**src/rtl/strip_scheduler.sv**
```systemverilog
// Symbol scheduler feeding the byte striper: frames packets with STP/END/EDB,
// fills gaps with IDL and inserts periodic full rows of SKP between packets.
module strip_scheduler #(
  parameter int unsigned LANES        = 4,
  parameter int unsigned BITS         = 8,
  parameter int unsigned SKP_INTERVAL = 64
) (
  input  logic                     clk,
  input  logic                     reset_n,
  input  logic                     in_valid,
  input  logic [BITS-1:0]          in_data,
  input  logic                     in_last,
  input  logic                     in_abort,
  output logic                     in_ready,
  output logic [BITS-1:0]          d,
  output logic                     dk,
  output logic [$clog2(LANES)-1:0] slot,
  output logic                     err_underrun
);

  localparam int unsigned SW = $clog2(LANES);
  localparam int unsigned TW = $clog2(SKP_INTERVAL);

  localparam logic [BITS-1:0] SYM_STP = BITS'(8'hFB);
  localparam logic [BITS-1:0] SYM_END = BITS'(8'hFD);
  localparam logic [BITS-1:0] SYM_EDB = BITS'(8'hFE);
  localparam logic [BITS-1:0] SYM_SKP = BITS'(8'h1C);
  localparam logic [BITS-1:0] SYM_IDL = BITS'(8'h7C);

  localparam logic [SW-1:0] LAST_SLOT = SW'(LANES - 1);
  localparam logic [TW-1:0] TMR_LAST  = TW'(SKP_INTERVAL - 1);

  typedef enum logic [1:0] {
    IDLE = 2'd0,
    SKIP = 2'd1,
    DATA = 2'd2,
    PAD  = 2'd3
  } state_t;

  state_t          state;
  logic [SW-1:0]   slot_cnt;
  logic [TW-1:0]   timer;
  logic            skp_pending;
  logic            abort;

  logic            slot_zero;
  logic            slot_last;
  logic            tmr_wrap;
  logic            skp_start;

  assign in_ready  = (state == DATA);
  assign slot_zero = (slot_cnt == '0);
  assign slot_last = (slot_cnt == LAST_SLOT);
  assign tmr_wrap  = (timer == TMR_LAST);
  // SKP takes priority over STP at the start of an idle row.
  assign skp_start = (state == IDLE) && slot_zero && skp_pending;

  // Slot counter, SKP timer and symbol selection; all outputs registered.
  always_ff @(posedge clk or negedge reset_n) begin
    if (!reset_n) begin
      state        <= IDLE;
      slot_cnt     <= '0;
      timer        <= '0;
      skp_pending  <= 1'b0;
      abort        <= 1'b0;
      d            <= SYM_IDL;
      dk           <= 1'b1;
      slot         <= '0;
      err_underrun <= 1'b0;
    end else begin
      slot         <= slot_cnt;
      slot_cnt     <= slot_last ? '0 : slot_cnt + SW'(1);
      timer        <= tmr_wrap ? '0 : timer + TW'(1);
      // A wrap coinciding with the first SKP of a row is a fresh request.
      skp_pending  <= tmr_wrap | (skp_pending & ~skp_start);
      err_underrun <= 1'b0;
      d            <= SYM_IDL;
      dk           <= 1'b1;

      case (state)
        IDLE: begin
          if (skp_start) begin
            d     <= SYM_SKP;
            state <= SKIP;
          end else if (slot_zero && in_valid) begin
            d     <= SYM_STP;
            dk    <= 1'b0;
            state <= DATA;
          end
        end
        SKIP: begin
          d <= SYM_SKP;
          if (slot_last) state <= IDLE;
        end
        DATA: begin
          if (in_valid) begin
            d <= in_data;
            if (in_last) begin
              abort <= in_abort;
              state <= PAD;
            end
          end else begin
            err_underrun <= 1'b1;
          end
        end
        PAD: begin
          if (slot_last) begin
            d     <= abort ? SYM_EDB : SYM_END;
            dk    <= 1'b0;
            state <= IDLE;
          end
        end
        default: state <= IDLE;
      endcase
    end
  end

endmodule

```
**config.mk**
```make
export PLATFORM = sky130hd
export DESIGN_NAME = strip_scheduler
export DESIGN_NICKNAME = d
export VERILOG_FILES = /design/src/rtl/strip_scheduler.sv
export SDC_FILE = /design/constraint.sdc
export NUM_CORES = 1
export LEC_CHECK = 0
export BUFFER_PORTS_ARGS = -buffer_cell sky130_fd_sc_hd__buf_2
export CAP_MARGIN = 20
export CORE_MARGIN = 5
export CORE_UTILIZATION = 46
export CTS_CLUSTER_SIZE = 8
export DETAILED_ROUTE_END_ITERATION = 10
export PLACE_DENSITY = 0.77
export SLEW_MARGIN = 20
export SYNTH_ARGS = -nofsm -noshare
export SYNTH_HDL_FRONTEND = slang
export SYNTH_SLANG_ARGS = --single-unit
```
**constraint.sdc**
```tcl
create_clock -name clk -period 1.4 [get_ports clk]
set_input_delay 0.14 -clock clk [delete_from_list [all_inputs] [get_ports clk]]
set_output_delay 0.14 -clock clk [all_outputs]
set_load 0.02 [all_outputs]
```
==> impl_metrics.sql <==
INSERT INTO impl_metrics (metric_group, metric, value, unit) VALUES
('status', 'run_status', 'finished, violations left', ''),
('status', 'violations', 'negative setup slack', ''),
('placed_design', 'gp_congestion', '0.866', ''),
('logic_synthesis', 'synthesis.yosys.warnings', '0', ''),
('logic_synthesis', 'yosysUniqueCellTypes', '32', ''),
('logic_synthesis', 'synth_seq_cells', '24', ''),
('sta', 'max_freq', '0.700', 'GHz'),
('clock_network', 'cts_tree', 'yes', ''),
('clock_network', 'cts-buffers-inserted', '3', ''),
('setup_path', 'critPathCaptureType', 'flip-flop', ''),
('global_routing', 'first_global_vias', '924', ''),
('placed_design', 'io_buffers', '25', ''),
('layout', 'nets_finish', '166', ''),
('sta', 'finalCriticalPeriod', '1.43', 'ns'),
('power_and_ir_drop', 'total_leakage_power', '0.719', 'nW'),
('setup_path', 'timing.critical_path.arrival', '1.68', 'ns'),
('drt', 'routed_wl', '2.57', 'mm'),
('sta', 'final_clock_period_utilization_by_the_worst_path', '1.02', ''),
('logic_synthesis', 'synth_flop_cell', 'sky130_fd_sc_hd__dfrtp_1', ''),
('clock_network', 'clock_tree_sinks', '24', ''),
('sta', 'worstMarginPinSlew', '0.518', 'ns'),
('sta', 'grt_setup_unrepaired', 'yes', ''),
('drt', 'final_antenna_net_count', '0', ''),
('power_and_ir_drop', 'power.density_cell_area', '2040', 'nW/um^2'),
('sta', 'clock-skew-final', '0.00115', 'ns'),
('floorplan', 'row_count', '17', ''),
('logic_synthesis', 'synthesized_area_fraction_occupied_by_xor_and_xnor_cells', '0.0236', ''),
('sta', 'hold_viol_final', '0', ''),
('drt', 'viasPerCell', '5.30', ''),
('setup_path', 'timing.setup.critical_path_class', 'reg -> reg', ''),
('sta', 'finalSetupViolations', '3', ''),
('logic_synthesis', 'synth_async_reset_ratio', '1.00', ''),
('floorplan', 'initial_core_util', '0.493', ''),
('sta', 'worst_slew_margin_rel', '0.654', ''),
('logic_synthesis', 'synth-compound-area-share', '0.151', ''),
('layout', 'layout.filler_cells', '183', ''),
('run', 'drv_cap', '0', ''),
('global_routing', 'grt_max_degree', '25', ''),
('logic_synthesis', 'post_synth_mux_area_share', '0.0225', ''),
('logic_synthesis', 'synth_nets', '121', ''),
('drt', 'route.detailed.drc', '0', ''),
('layout', 'syn2layout_area_growth', '37.4', '%'),
('global_routing', 'grt.total_usage', '0.153', ''),
('global_routing', 'wire_length_of_the_first_global_routing_pass', '4.05', 'mm'),
('drt', 'route.vias.total', '912', ''),
('floorplan', 'die-width', '59.1', 'um'),
('floorplan', 'ios', '26', ''),
('logic_synthesis', 'adder_cell_share_of_the_synthesized_area', '0.0901', ''),
('power_and_ir_drop', 'power.clock.fraction', '0.118', ''),
('drt', 'detail_route.first_pass.iterations', '4', ''),
('floorplan', 'die_h', '59.1', 'um'),
('power_and_ir_drop', 'internal_power', '1.95', 'mW'),
('placed_design', 'place.detailed.hpwl', '1.68', 'mm'),
('power_and_ir_drop', 'worst_ir_drop_vdd', '1.41', 'mV'),
('clock_network', 'max-clock-path-buffers', '2', ''),
('sta', 'slew_violations', '0', ''),
('setup_path', 'start_kind', 'flip-flop', ''),
('floorplan', 'core_area', '2250', 'um^2'),
('drt', 'detailedRoute.firstIterationViolations', '28', ''),
('sta', 'holdWs', '0.0214', 'ns'),
('logic_synthesis', 'post_synth_instance_area', '1110', 'um^2'),
('logic_synthesis', 'seq_total_area_yosys', '0.547', ''),
('layout', 'postLayoutCellArea', '1530', 'um^2'),
('setup_path', 'worst-endpoint-required', '1.65', 'ns'),
('layout', 'finalCoreUtilization', '0.677', ''),
('clock_network', 'cts.clk_slew.worst_paths', '0.13', 'ns'),
('power_and_ir_drop', 'switchingPower', '1.16', 'mW'),
('sta', 'postLayoutSetupSlackWorst', '-0.0282', 'ns'),
('layout', 'antennaDiodeCount', '0', ''),
('logic_synthesis', 'synthSimpleGateAreaFrac', '0.132', ''),
('layout', 'layout-drive-gt1-share', '0.514', '');
-- synthesized netlist by cell type, types with 3 or more instances --
| master | instances | area share |
|---|---|---|
| sky130_fd_sc_hd__dfrtp_1 | 18 | 0.41 |
| sky130_fd_sc_hd__nand2_1 | 11 | 0.037 |
| sky130_fd_sc_hd__ha_1 | 8 | 0.090 |
| sky130_fd_sc_hd__inv_1 | 8 | 0.027 |
| sky130_fd_sc_hd__dfstp_2 | 6 | 0.14 |
| sky130_fd_sc_hd__nor2_1 | 6 | 0.020 |
| sky130_fd_sc_hd__o21ai_0 | 6 | 0.027 |
| sky130_fd_sc_hd__nand3_1 | 4 | 0.018 |
| sky130_fd_sc_hd__a21oi_1 | 3 | 0.014 |
-- cell families (layout without fill, tap and decap cells) --
group / Yosys count / after routing
adder cells (fa/ha/maj): 8 / 8
buffers and inverters: 9 / 53
AND/OR/NAND/NOR: 31 / 31
flip-flops: 24 / 24
multiplexers: 2 / 2
AO/OA/AOI/OAI: 23 / 23
XOR/XNOR: 3 / 3
-- final timing paths --
path,start,to,slack [ns],cells past startpoint
setup / recovery,state[0]$_DFFE_PN0P_,state[1]$_DFFE_PN0P_,-0.03,4
hold / removal,in_data[5],d[5]$_DFF_PN1_,0.02,3
setup reg to reg,state[0]$_DFFE_PN0P_,state[1]$_DFFE_PN0P_,-0.03,4
hold reg to reg,slot_cnt[1]$_DFF_PN0_,slot[1]$_DFF_PN0_,0.44,0
max in group asynchronous,reset_n,state[1]$_DFFE_PN0P_,0.71,2
min in group asynchronous,reset_n,abort$_DFFE_PN0P_,0.31,2
-- cell usage in the layout, fill, tap and decap left out, types with 2 or more instances in the layout --
| cell type | count |
|---|---|
| sky130_fd_sc_hd__buf_6 | 4 |
| sky130_fd_sc_hd__nand3_1 | 4 |
| sky130_fd_sc_hd__o21ai_0 | 5 |
| sky130_fd_sc_hd__buf_4 | 12 |
| sky130_fd_sc_hd__a2bb2oi_1 | 2 |
| sky130_fd_sc_hd__nand2b_1 | 2 |
| sky130_fd_sc_hd__nand2_1 | 8 |
| sky130_fd_sc_hd__dfrtp_1 | 16 |
| sky130_fd_sc_hd__ha_1 | 2 |
| sky130_fd_sc_hd__a41oi_2 | 2 |
| sky130_fd_sc_hd__ha_2 | 5 |
| sky130_fd_sc_hd__nand2_2 | 3 |
| sky130_fd_sc_hd__dfrtp_2 | 2 |
| sky130_fd_sc_hd__clkbuf_4 | 3 |
| sky130_fd_sc_hd__a21oi_1 | 3 |
| sky130_fd_sc_hd__xor2_1 | 2 |
| sky130_fd_sc_hd__o21ai_1 | 2 |
| sky130_fd_sc_hd__buf_2 | 24 |
| sky130_fd_sc_hd__or2_4 | 2 |
| sky130_fd_sc_hd__dfstp_2 | 6 |
| sky130_fd_sc_hd__inv_1 | 6 |
| sky130_fd_sc_hd__a21boi_0 | 2 |
| sky130_fd_sc_hd__nor2_1 | 6 |
-- critical path: stages (launching register included) --
cell                       delay, ns
sky130_fd_sc_hd__dfrtp_2        0.47
sky130_fd_sc_hd__ha_2           0.22
sky130_fd_sc_hd__o21ba_2        0.24
sky130_fd_sc_hd__a221oi_4       0.21
sky130_fd_sc_hd__mux2i_1        0.21
-- per-layer routing --
| layer | track usage | vias up | routed length (um) |
|---|---|---|---|
| met5 | 0 | - | 0 |
| met4 | 0.0777 | 0 | 35 |
| met3 | 0.0305 | 4 | 92 |
| met2 | 0.262 | 18 | 1350 |
| met1 | 0.182 | 451 | 1100 |
| li1 | - | 439 | - |
-- registers in the layout, summed over array words and instances (netlist names) --
signal	cells
abort	1
d	8
dk	1
err_underrun	1
skp_pending	1
slot	2
slot_cnt	2
state	2
timer	6
-- timing repair --
action                                  in CTS  in global routing
endpoints found under the setup margin       9                 12
buffers inserted                             6                  1
hold buffers                                 1                  0
resized for setup                            7                 20
pin swaps                                    1                  3
endpoints found under the hold margin       18                  0
-- area by class of cell --
cell class	instances	area, um^2	share of cell area
flip-flops and latches	24	611	0.400
multi-input cells	67	547	0.358
repair buffers	41	265	0.174
clock buffers	4	36.3	0.0238
well taps	28	35.0	0.0230
inverters	8	32.5	0.0213
-- power by group through the flow --
stage	logic, mW	clock network, mW	registers [mW]
CTS	1.43	0.373	1.02
finish	1.71	0.366	1.03
global route	1.84	0.407	1.05
global placement	1.25	0	1.02
detailed placement	1.28	0	1.03
floorplan	0.700	0	1.20
-- per-stage QoR --
step / power, mW / setup TNS [ns] / setup WS [ns] / instances
6_report: 3.11 / -0.0586 / -0.0282 / 172
3_5_place_dp: 2.31 / -0.186 / -0.0900 / 160
3_3_place_gp: 2.27 / -0.0173 / -0.0173 / 160
4_1_cts: 2.82 / -0.0413 / -0.0251 / 171
2_1_floorplan: 1.90 / -0.0200 / -0.0103 / 100
5_1_grt: 3.30 / -0.383 / -0.0939 / 172
Power figures use the tool's default switching activity.
